## config.mk

```make
export PLATFORM = sky130hd
export DESIGN_NAME = ll_engine_scheduler
export DESIGN_NICKNAME = d
export VERILOG_FILES = /design/src/rtl/ll_engine_scheduler_pkg.sv /design/src/rtl/ll_ram_port_mux.sv /design/src/rtl/ll_engine_scheduler.sv
export SDC_FILE = /design/constraint.sdc
export NUM_CORES = 1
export LEC_CHECK = 0
export ABC_CLOCK_PERIOD_IN_PS = 5530
export CORE_AREA = 2 2 192 194
export CTS_BUF_LIST = sky130_fd_sc_hd__clkbuf_8
export CTS_CLUSTER_SIZE = 10
export DETAILED_ROUTE_END_ITERATION = 10
export DIE_AREA = 0 0 194 196
export GPL_TIMING_DRIVEN = 0
export PLACE_DENSITY = 0.55
export RECOVER_POWER = 50
export REMOVE_ABC_BUFFERS = 1
export SLEW_MARGIN = 25
export SYNTH_ARGS = -nofsm -noshare
export SYNTH_HDL_FRONTEND = slang
export SYNTH_SLANG_ARGS = --single-unit
```

## constraint.sdc

```tcl
create_clock -name clk_i -period 5.53 [get_ports clk_i]
set_input_delay 1.106 -clock clk_i [delete_from_list [all_inputs] [get_ports clk_i]]
set_output_delay 1.106 -clock clk_i [all_outputs]
set_load 0.005 [all_outputs]
```

## src/rtl/ll_engine_scheduler_pkg.sv

```systemverilog
// rtl/ll_engine_scheduler_pkg.sv - linked-list hash table types shared by the scheduler and its RAM mux
package ll_engine_scheduler_pkg;

  localparam int LL_TABLE_ADDR_WIDTH = 8;
  localparam int LL_KEY_WIDTH        = 16;
  localparam int LL_VALUE_WIDTH      = 16;
  localparam int LL_ENG_NUM          = 3;
  localparam int LL_ENG_IDX_W        = 2;

  typedef enum logic [1:0] {
    LL_OP_SEARCH = 2'd0,
    LL_OP_INSERT = 2'd1,
    LL_OP_DELETE = 2'd2
  } ll_ht_opcode_t;

  typedef enum logic [2:0] {
    LL_SEARCH_FOUND       = 3'd0,
    LL_SEARCH_NOT_FOUND   = 3'd1,
    LL_INSERT_SUCCESS     = 3'd2,
    LL_INSERT_NOT_SUCCESS = 3'd3,
    LL_DELETE_SUCCESS     = 3'd4,
    LL_DELETE_NOT_SUCCESS = 3'd5,
    LL_CMD_ILLEGAL        = 3'd6
  } ll_ht_rescode_t;

  // opcode is a raw 2-bit field so an illegal encoding can be carried and echoed back
  typedef struct packed {
    logic [1:0]                opcode;
    logic [LL_KEY_WIDTH-1:0]   key;
    logic [LL_VALUE_WIDTH-1:0] value;
  } ll_ht_cmd_t;

  typedef struct packed {
    ll_ht_cmd_t                     cmd;
    logic [LL_TABLE_ADDR_WIDTH-1:0] head_ptr;
    logic                           head_ptr_val;
  } ll_ht_pdata_t;

  typedef struct packed {
    ll_ht_cmd_t     cmd;
    ll_ht_rescode_t rescode;
  } ll_ht_result_t;

  typedef struct packed {
    logic [LL_KEY_WIDTH-1:0]        key;
    logic [LL_VALUE_WIDTH-1:0]      value;
    logic [LL_TABLE_ADDR_WIDTH-1:0] next_ptr;
    logic                           next_ptr_val;
  } ll_ram_data_t;

  typedef enum logic [2:0] {
    IDLE_S     = 3'd0,
    DISPATCH_S = 3'd1,
    RUN_S      = 3'd2,
    COOL_S     = 3'd3,
    RESP_S     = 3'd4
  } ll_sched_state_t;

  function automatic logic ll_opcode_legal(input logic [1:0] op);
    return (op != 2'd3);
  endfunction

  function automatic logic [LL_ENG_IDX_W-1:0] ll_opcode2eng(input logic [1:0] op);
    case (op)
      2'd0:    return 2'd0;
      2'd1:    return 2'd1;
      2'd2:    return 2'd2;
      default: return 2'd0;
    endcase
  endfunction

endpackage

```

## src/rtl/ll_ram_port_mux.sv

```systemverilog
// rtl/ll_ram_port_mux.sv - selects one engine's data-RAM rd/wr port; enables pass only while granted
module ll_ram_port_mux
  import ll_engine_scheduler_pkg::*;
#(
  parameter int A_WIDTH = LL_TABLE_ADDR_WIDTH
) (
  input  logic [LL_ENG_IDX_W-1:0]             sel_i,
  input  logic                                grant_i,
  input  logic [LL_ENG_NUM-1:0][A_WIDTH-1:0]  rd_addr_i,
  input  logic [LL_ENG_NUM-1:0]               rd_en_i,
  input  logic [LL_ENG_NUM-1:0][A_WIDTH-1:0]  wr_addr_i,
  input  ll_ram_data_t [LL_ENG_NUM-1:0]       wr_data_i,
  input  logic [LL_ENG_NUM-1:0]               wr_en_i,
  output logic [A_WIDTH-1:0]                  rd_addr_o,
  output logic                                rd_en_o,
  output logic [A_WIDTH-1:0]                  wr_addr_o,
  output ll_ram_data_t                        wr_data_o,
  output logic                                wr_en_o
);

  always_comb begin
    rd_addr_o = '0;
    rd_en_o   = 1'b0;
    wr_addr_o = '0;
    wr_data_o = '0;
    wr_en_o   = 1'b0;
    for (int i = 0; i < LL_ENG_NUM; i++) begin
      if (sel_i == LL_ENG_IDX_W'(i)) begin
        rd_addr_o = rd_addr_i[i];
        rd_en_o   = rd_en_i[i] & grant_i;
        wr_addr_o = wr_addr_i[i];
        wr_data_o = wr_data_i[i];
        wr_en_o   = wr_en_i[i] & grant_i;
      end
    end
  end

endmodule

```

## src/rtl/ll_engine_scheduler.sv

```systemverilog
// rtl/ll_engine_scheduler.sv - one-task-in-flight dispatcher for the search/insert/delete engines
module ll_engine_scheduler
  import ll_engine_scheduler_pkg::*;
#(
  parameter int RAM_LATENCY = 2,
  parameter int A_WIDTH     = LL_TABLE_ADDR_WIDTH
) (
  input  logic                                clk_i,
  input  logic                                rst_n_i,
  input  ll_ht_pdata_t                        task_i,
  input  logic                                task_valid_i,
  output logic                                task_ready_o,
  output ll_ht_pdata_t                        eng_task_o,
  output logic [LL_ENG_NUM-1:0]               eng_task_valid_o,
  input  logic [LL_ENG_NUM-1:0]               eng_task_ready_i,
  input  logic [LL_ENG_NUM-1:0][A_WIDTH-1:0]  eng_rd_addr_i,
  input  logic [LL_ENG_NUM-1:0]               eng_rd_en_i,
  input  logic [LL_ENG_NUM-1:0][A_WIDTH-1:0]  eng_wr_addr_i,
  input  ll_ram_data_t [LL_ENG_NUM-1:0]       eng_wr_data_i,
  input  logic [LL_ENG_NUM-1:0]               eng_wr_en_i,
  input  ll_ht_result_t [LL_ENG_NUM-1:0]      eng_result_i,
  input  logic [LL_ENG_NUM-1:0]               eng_result_valid_i,
  output logic [LL_ENG_NUM-1:0]               eng_result_ready_o,
  output logic [A_WIDTH-1:0]                  rd_addr_o,
  output logic                                rd_en_o,
  output logic [A_WIDTH-1:0]                  wr_addr_o,
  output ll_ram_data_t                        wr_data_o,
  output logic                                wr_en_o,
  output ll_ht_result_t                       result_o,
  output logic                                result_valid_o,
  input  logic                                result_ready_i,
  output logic                                busy_o
);

  localparam int CNT_W = $clog2(RAM_LATENCY + 1);
  localparam logic [CNT_W-1:0] CNT_LAST = CNT_W'(RAM_LATENCY - 1);

  ll_sched_state_t         state_q, state_d;
  ll_ht_pdata_t            task_q, task_d;
  ll_ht_result_t           result_q, result_d;
  logic [LL_ENG_IDX_W-1:0] sel_q, sel_d;
  logic [CNT_W-1:0]        cnt_q, cnt_d;
  logic                    grant;

  always_ff @(posedge clk_i or negedge rst_n_i) begin
    if (!rst_n_i) begin
      state_q  <= IDLE_S;
      task_q   <= '0;
      result_q <= '0;
      sel_q    <= '0;
      cnt_q    <= '0;
    end else begin
      state_q  <= state_d;
      task_q   <= task_d;
      result_q <= result_d;
      sel_q    <= sel_d;
      cnt_q    <= cnt_d;
    end
  end

  always_comb begin
    state_d            = state_q;
    task_d             = task_q;
    result_d           = result_q;
    sel_d              = sel_q;
    cnt_d              = cnt_q;
    task_ready_o       = (state_q == IDLE_S);
    eng_task_valid_o   = '0;
    eng_result_ready_o = '0;
    result_valid_o     = 1'b0;
    grant              = 1'b0;
    case (state_q)
      IDLE_S: begin
        if (task_valid_i) begin
          task_d = task_i;
          if (ll_opcode_legal(task_i.cmd.opcode)) begin
            sel_d   = ll_opcode2eng(task_i.cmd.opcode);
            state_d = DISPATCH_S;
          end else begin
            // illegal opcodes never touch an engine; answer directly
            sel_d            = '0;
            result_d.cmd     = task_i.cmd;
            result_d.rescode = LL_CMD_ILLEGAL;
            state_d          = RESP_S;
          end
        end
      end
      DISPATCH_S: begin
        eng_task_valid_o[sel_q] = 1'b1;
        if (eng_task_ready_i[sel_q]) state_d = RUN_S;
      end
      RUN_S: begin
        grant                     = 1'b1;
        eng_result_ready_o[sel_q] = 1'b1;
        if (eng_result_valid_i[sel_q]) begin
          result_d = eng_result_i[sel_q];
          cnt_d    = '0;
          state_d  = COOL_S;
        end
      end
      COOL_S: begin
        // let reads already issued return to the engine before the next task can start
        if (cnt_q == CNT_LAST) state_d = RESP_S;
        else                   cnt_d   = cnt_q + CNT_W'(1);
      end
      RESP_S: begin
        result_valid_o = 1'b1;
        if (result_ready_i) state_d = IDLE_S;
      end
      default: state_d = IDLE_S;
    endcase
  end

  ll_ram_port_mux #(.A_WIDTH(A_WIDTH)) u_ram_port_mux (
    .sel_i     (sel_q),
    .grant_i   (grant),
    .rd_addr_i (eng_rd_addr_i),
    .rd_en_i   (eng_rd_en_i),
    .wr_addr_i (eng_wr_addr_i),
    .wr_data_i (eng_wr_data_i),
    .wr_en_i   (eng_wr_en_i),
    .rd_addr_o (rd_addr_o),
    .rd_en_o   (rd_en_o),
    .wr_addr_o (wr_addr_o),
    .wr_data_o (wr_data_o),
    .wr_en_o   (wr_en_o)
  );

  assign eng_task_o = task_q;
  assign result_o   = result_q;
  assign busy_o     = (state_q != IDLE_S);

  logic [LL_ENG_NUM-1:0] sel_onehot;
  assign sel_onehot = LL_ENG_NUM'(1) << sel_q;

  a_foreign_result : assert property (@(posedge clk_i) disable iff (!rst_n_i)
    (state_q == RUN_S) |-> ((eng_result_valid_i & ~sel_onehot) == '0));

endmodule

```

Yosys cells after proc, flatten, opt, wreduce, memory -nomap -nowiden
Index checks and enable logic that the tools add are counted.
- add/sub/neg operators: 1
- magnitude comparators: 2
- equality and inequality tests: 17
- mux-type cells: 43
- bitwise logic cells: 6
- reduce and logical (&&, ||, !) cells: 10
- operators with widths (kind ; number):
    37-bit two-way mux ; 4
    41-bit two-way mux ; 3
    37-bit binary-select mux with 2-bit select ; 1
    37-bit case mux with 2 select lines ; 1
    8-bit two-way mux ; 6
    3-bit two-way mux ; 8
    2-bit inequality test (second input constant) ; 8
    3-bit case mux with 5 select lines ; 1
    1-bit two-way mux ; 11
    2-bit case mux with 2 select lines ; 2
    1-bit bitwise AND ; 6
    2-bit by 1-bit == test with 1-bit output (second input constant) ; 3
    3-bit by 2-bit == test with 1-bit output (second input constant) ; 2
    2-bit two-way mux ; 3
    5-bit AND reduction ; 1
    1-bit binary-select mux with 2-bit select ; 2
    2-bit == test (second input constant) ; 2
    4-bit AND reduction ; 1
    2-bit nonzero test ; 2
    3-bit by 1-bit == test with 1-bit output (second input constant) ; 1
    3-bit == test (second input constant) ; 1
    3-bit zero test ; 1
    2-bit by 3-bit < comparator with 1-bit output (second input constant) ; 1
    3-bit AND reduction ; 1
    other kinds (7) ; 7
- flip-flop bits (word level): 87
- input bits: 341
- output and inout bits: 148

Depth between registers and ports, before layout
- depth after elaboration: 6
- mapped depth: 8
- depth with buffers taken out: 5

Modules after synthesis
A second synthesis with hierarchy kept.
- cell total of the unflattened synthesis: 636
- area, all modules: 6092.1 µm²
- by module, submodules not included (module ; times used ; cells an instance ; area each (µm²)):
    ll_engine_scheduler ; 1 ; 437 ; 4748.3
    ll_ram_port_mux ; 1 ; 199 ; 1343.8

Worst setup path after synthesis
Ideal clock, no wire load.
- path type: register -> output
- start: register sel_q[1]
- end: output wr_data_o[18] (netlist bit)
- arrival time: 1.601 ns
- required time: 4.424 ns
- path slack: 2.823 ns
- cell stages (with the launch flop): 7
- path buffers: 4
- cell sequence: dfrtp_1 -> buf_4 -> buf_2 -> buf_2 -> buf_1 -> mux2i_1 -> o21ai_0
- RTL lines (element ; RTL line ; RTL):
    start, declared ; ll_engine_scheduler.sv:41 ; logic [LL_ENG_IDX_W-1:0] sel_q, sel_d;
    start signal, assigned ; ll_engine_scheduler.sv:56 ; sel_q <= sel_d;
    end, declared ; ll_engine_scheduler.sv:27 ; output ll_ram_data_t wr_data_o,

Final worst setup path
- start: input task_valid_i
- end: register task_q (netlist bit eng_task_o[29])
- cells in the longest elaborated chain, start to end: 1
- ends and longest elaborated chain (element ; RTL line ; RTL):
    start, declared ; ll_engine_scheduler.sv:11 ; input logic task_valid_i,
    2-bit AND reduction (no source line) ; - ;
    end signal, assigned ; ll_engine_scheduler.sv:54 ; task_q <= task_d;
    end, declared ; ll_engine_scheduler.sv:39 ; ll_ht_pdata_t task_q, task_d;
Every way passes these cells.
A chain may end at the register's enable or synchronous reset.

==> flow_summary.json <==
{
  "rsz0062_at_grt": "false",
  "weighted_congestion_at_the_end_of_routability_driven_global_placement": 0.775,
  "grt_first_pass_wirelength_mm": 42.2,
  "timing.hold.worst_endpoint": "cnt_q[1]",
  "reg2reg_depth": 4,
  "r2r_slack_ns": 1.54,
  "post_synth_inst_count": 561,
  "avgSynthCellArea_sq_um": 10.6,
  "fmax_mhz": 223,
  "cp.arrival_ns": 4.72,
  "synthArstFlopShare_pct": 100,
  "fin_cells": 1497,
  "ctsLongestPathBuffers": 2,
  "port-buffer-count": 488,
  "grt-ovfl-total": 0,
  "post-synth-top-area-cell": "sky130_fd_sc_hd__dfrtp_1",
  "layout.filler_cells": 3777,
  "detailedRoute.firstPassIterationCount": 6,
  "global_route.usage.total_pct": 14.6,
  "failed_checks": "max-capacitance violations, max-slew violations",
  "first_global_vias": 6504,
  "cts_resized": 0,
  "layout-area-overhead-vs-synth_pct": 95.6,
  "detail_route.vias_per_cell": 4.17,
  "post_synth_main_area_contributors": "sky130_fd_sc_hd__dfrtp_1 (37%), sky130_fd_sc_hd__mux2_2 (15%), sky130_fd_sc_hd__mux2i_1 (15%)",
  "drc_violations_left": 0,
  "clock-sinks": 87,
  "power-per-cell-area_nw_per_um2": 437,
  "worstSetupEndpointType": "flop",
  "required_time_of_the_worst_setup_path_ns": 5.77,
  "cts_root_buf": "sky130_fd_sc_hd__clkbuf_8",
  "run_status": "complete, but fails checks",
  "actual_slew_at_the_worst_max_slew_pin_ns": 2.53,
  "p_clk_share_pct": 10.9,
  "cts.hold.buffers_added": 0,
  "final_antenna_net_count": 0,
  "place_hpwl_mm": 23.1,
  "reg2reg_from": "state_q[0]",
  "via_count": 6236,
  "worstHoldPathCells": 1,
  "timing.setup.critical_path_class": "in2reg",
  "layout_min_cycle_time_ns": 4.48,
  "synth.yosys.warnings": 0,
  "chipWidth_um": 194,
  "postCtsSetupRepairBufs": 0,
  "post_synth_instance_area_sq_um": 5940,
  "synth.distinct_cells": 38,
  "synth-edff-count": 0,
  "pwr-share-comb_pct": 65.1,
  "synth_most_common_cell": "sky130_fd_sc_hd__mux2i_1",
  "path_max_fanout": 24,
  "worst_slew_margin_rel_pct": -68.7,
  "fp.dieH_um": 196,
  "core_area_sq_um": 36100,
  "number_of_drc_markers_in_iteration_0": 165,
  "cap_violations": 3,
  "preCtsSetupSlack_ns": 1.51,
  "maxSlewViolCount": 93,
  "cts_tree": "done",
  "post_drt_wl_per_cell_um": 19.2,
  "initial_core_util_pct": 16.5,
  "share_seq_of_total_power_pct": 24.0,
  "start_kind": "input pin",
  "total_clock_buffers_created_by_cts": 9,
  "clock-skew-final_ns": 0.0118,
  "startpoint_of_the_tightest_hold_check_path": "cnt_q[1]",
  "place_inst": 1480,
  "placementRows": 70,
  "hold_viol_final": 0,
  "grt_max_degree": 70,
  "initial_antenna_violation_count": 0,
  "yosys-top-cells-count": "sky130_fd_sc_hd__mux2i_1 (89), sky130_fd_sc_hd__dfrtp_1 (87), sky130_fd_sc_hd__mux2_2 (80)",
  "layout-drive-gt1-share_pct": 13.9,
  "finalWirelength_mm": 28.8,
  "final_net_count": 1365,
  "total_leakage_power_nw": 4.41,
  "clock_latency_ns": 0.36,
  "r2r-end": "eng_task_o[29]",
  "synth_seq_cells": 87,
  "sw_frac_of_total_pct": 36.1,
  "synth_flop_cell": "sky130_fd_sc_hd__dfrtp_1",
  "yosysSeqAreaShare_pct": 36.7,
  "ios": 489,
  "power.net_switching_mw": 1.83,
  "intPower_mw": 3.24,
  "post-route-worst-setup-slack_ns": 1.05,
  "post-synth-top-area-fraction_pct": 36.7,
  "vdd_ir_drop_max_v": 0.000291,
  "final-setup-viol-count": 0,
  "timing.final.crit_share_pct": 80.9,
  "ctsHtreeMaxLevel": 3,
  "die_area_sq_um": 38000,
  "path_clk_slew_ns": 0.08,
  "worst_hold_path_type": "reg2reg"
}
## cells in the final DEF (no fill, tap or decap), types with 4 or more instances in the layout
| cell type | Yosys | routed |
|---|---|---|
| sky130_fd_sc_hd__buf_12 | 2 | 4 |
| sky130_fd_sc_hd__nor3_1 | 6 | 6 |
| sky130_fd_sc_hd__clkdlybuf4s50_1 | 0 | 437 |
| sky130_fd_sc_hd__o21ai_0 | 61 | 61 |
| sky130_fd_sc_hd__mux2_4 | 27 | 27 |
| sky130_fd_sc_hd__a221oi_1 | 9 | 9 |
| sky130_fd_sc_hd__buf_16 | 0 | 4 |
| sky130_fd_sc_hd__buf_4 | 4 | 5 |
| sky130_fd_sc_hd__mux2_2 | 80 | 80 |
| sky130_fd_sc_hd__o2bb2ai_1 | 35 | 35 |
| sky130_fd_sc_hd__nor2_1 | 19 | 19 |
| sky130_fd_sc_hd__mux2i_1 | 89 | 89 |
| sky130_fd_sc_hd__inv_1 | 8 | 9 |
| sky130_fd_sc_hd__dfrtp_1 | 87 | 85 |
| sky130_fd_sc_hd__nand2_1 | 61 | 61 |
| sky130_fd_sc_hd__clkbuf_8 | 0 | 9 |
| sky130_fd_sc_hd__dlygate4sd3_1 | 0 | 50 |
## worst max path at each step
| stage | slack, ns | end | depth (start not counted) | from |
|---|---|---|---|---|
| 2_1_floorplan | -2.15 | rd_en_o | 3 | sel_q[1] |
| 3_3_place_gp | -9.36 | rd_addr_o[5] | 4 | sel_q[1] |
| 3_5_place_dp | 1.51 | wr_data_o[20] | 7 | sel_q[1] |
| 4_1_cts | 1.06 | wr_data_o[20] | 7 | sel_q[1] |
| 5_1_grt | 0.73 | eng_task_o[29] | 4 | task_valid_i |
| 6_report | 1.05 | eng_task_o[29] | 4 | task_valid_i |
## kinds of logic after synthesis
logic type	after synthesis	synth area share (%)
buffers and inverters	59	5.20
muxes	196	37.0
DFF	87	36.7
AOI/OAI and AO/OA	118	13.6
adders and majority gates	1	0.211
and+or+nand+nor	99	7.21
xor gates and xnor gates	1	0.148
## worst max-delay path: stages
cell	delay, ns
sky130_fd_sc_hd__dlygate4sd3_1	0.58
sky130_fd_sc_hd__and2_0	1.35
sky130_fd_sc_hd__clkbuf_1	1.21
sky130_fd_sc_hd__mux2_2	0.44
## state kept, by name, summed over array words and instances (netlist names)
signal,count
eng_task_o,43
result_o,37
state_q,3
cnt_q,2
sel_q,2
## layout make-up
cell class                      instances  area (sq um)  share of cell area [%]
Antenna cell                            1          2.50                  0.0215
Clock buffer                            9           124                    1.07
Clock inverter                          7           113                   0.969
Inverter                                8          30.0                   0.258
Multi-Input combinational cell        415          3470                    29.9
Sequential cell                        87          2180                    18.8
Tap cell                              468           586                    5.04
Timing Repair Buffer                  502          5110                    44.0
## power groups by stage
stage                     clock network (mW)  logic [mW]  registers, mW
after floorplan                            0        1.48           1.29
after global placement                     0        3.38           1.35
after detailed placement                   0        3.43           1.24
after CTS                              0.576        3.45           1.23
after global routing                   0.600        3.55           1.27
final                                  0.552        3.30           1.22
## metrics by stage
step	TNS [ns]	util [%]	hold slack (ns)	total power, mW	area (sq um)
global route	0	32.2	0.510	5.42	11600
CTS	0	32.3	0.498	5.26	11600
finish	0	32.2	0.488	5.07	11600
detailed placement	0	31.6	0.476	4.67	11400
global placement	-847.21	30.8	0.464	4.73	11100
floorplan	-180.66	-	0.450	2.77	5660
## routing by layer
layer / vias up / wire length (um) / GRT usage (%)
met1: 2992 / 11900 / 17.5
met5: - / 0 / 0
li1: 2972 / - / -
met2: 261 / 14600 / 26.0
met3: 11 / 2050 / 4.19
met4: 0 / 252 / 2.67
No activity file was read; power rests on OpenSTA's default activity.
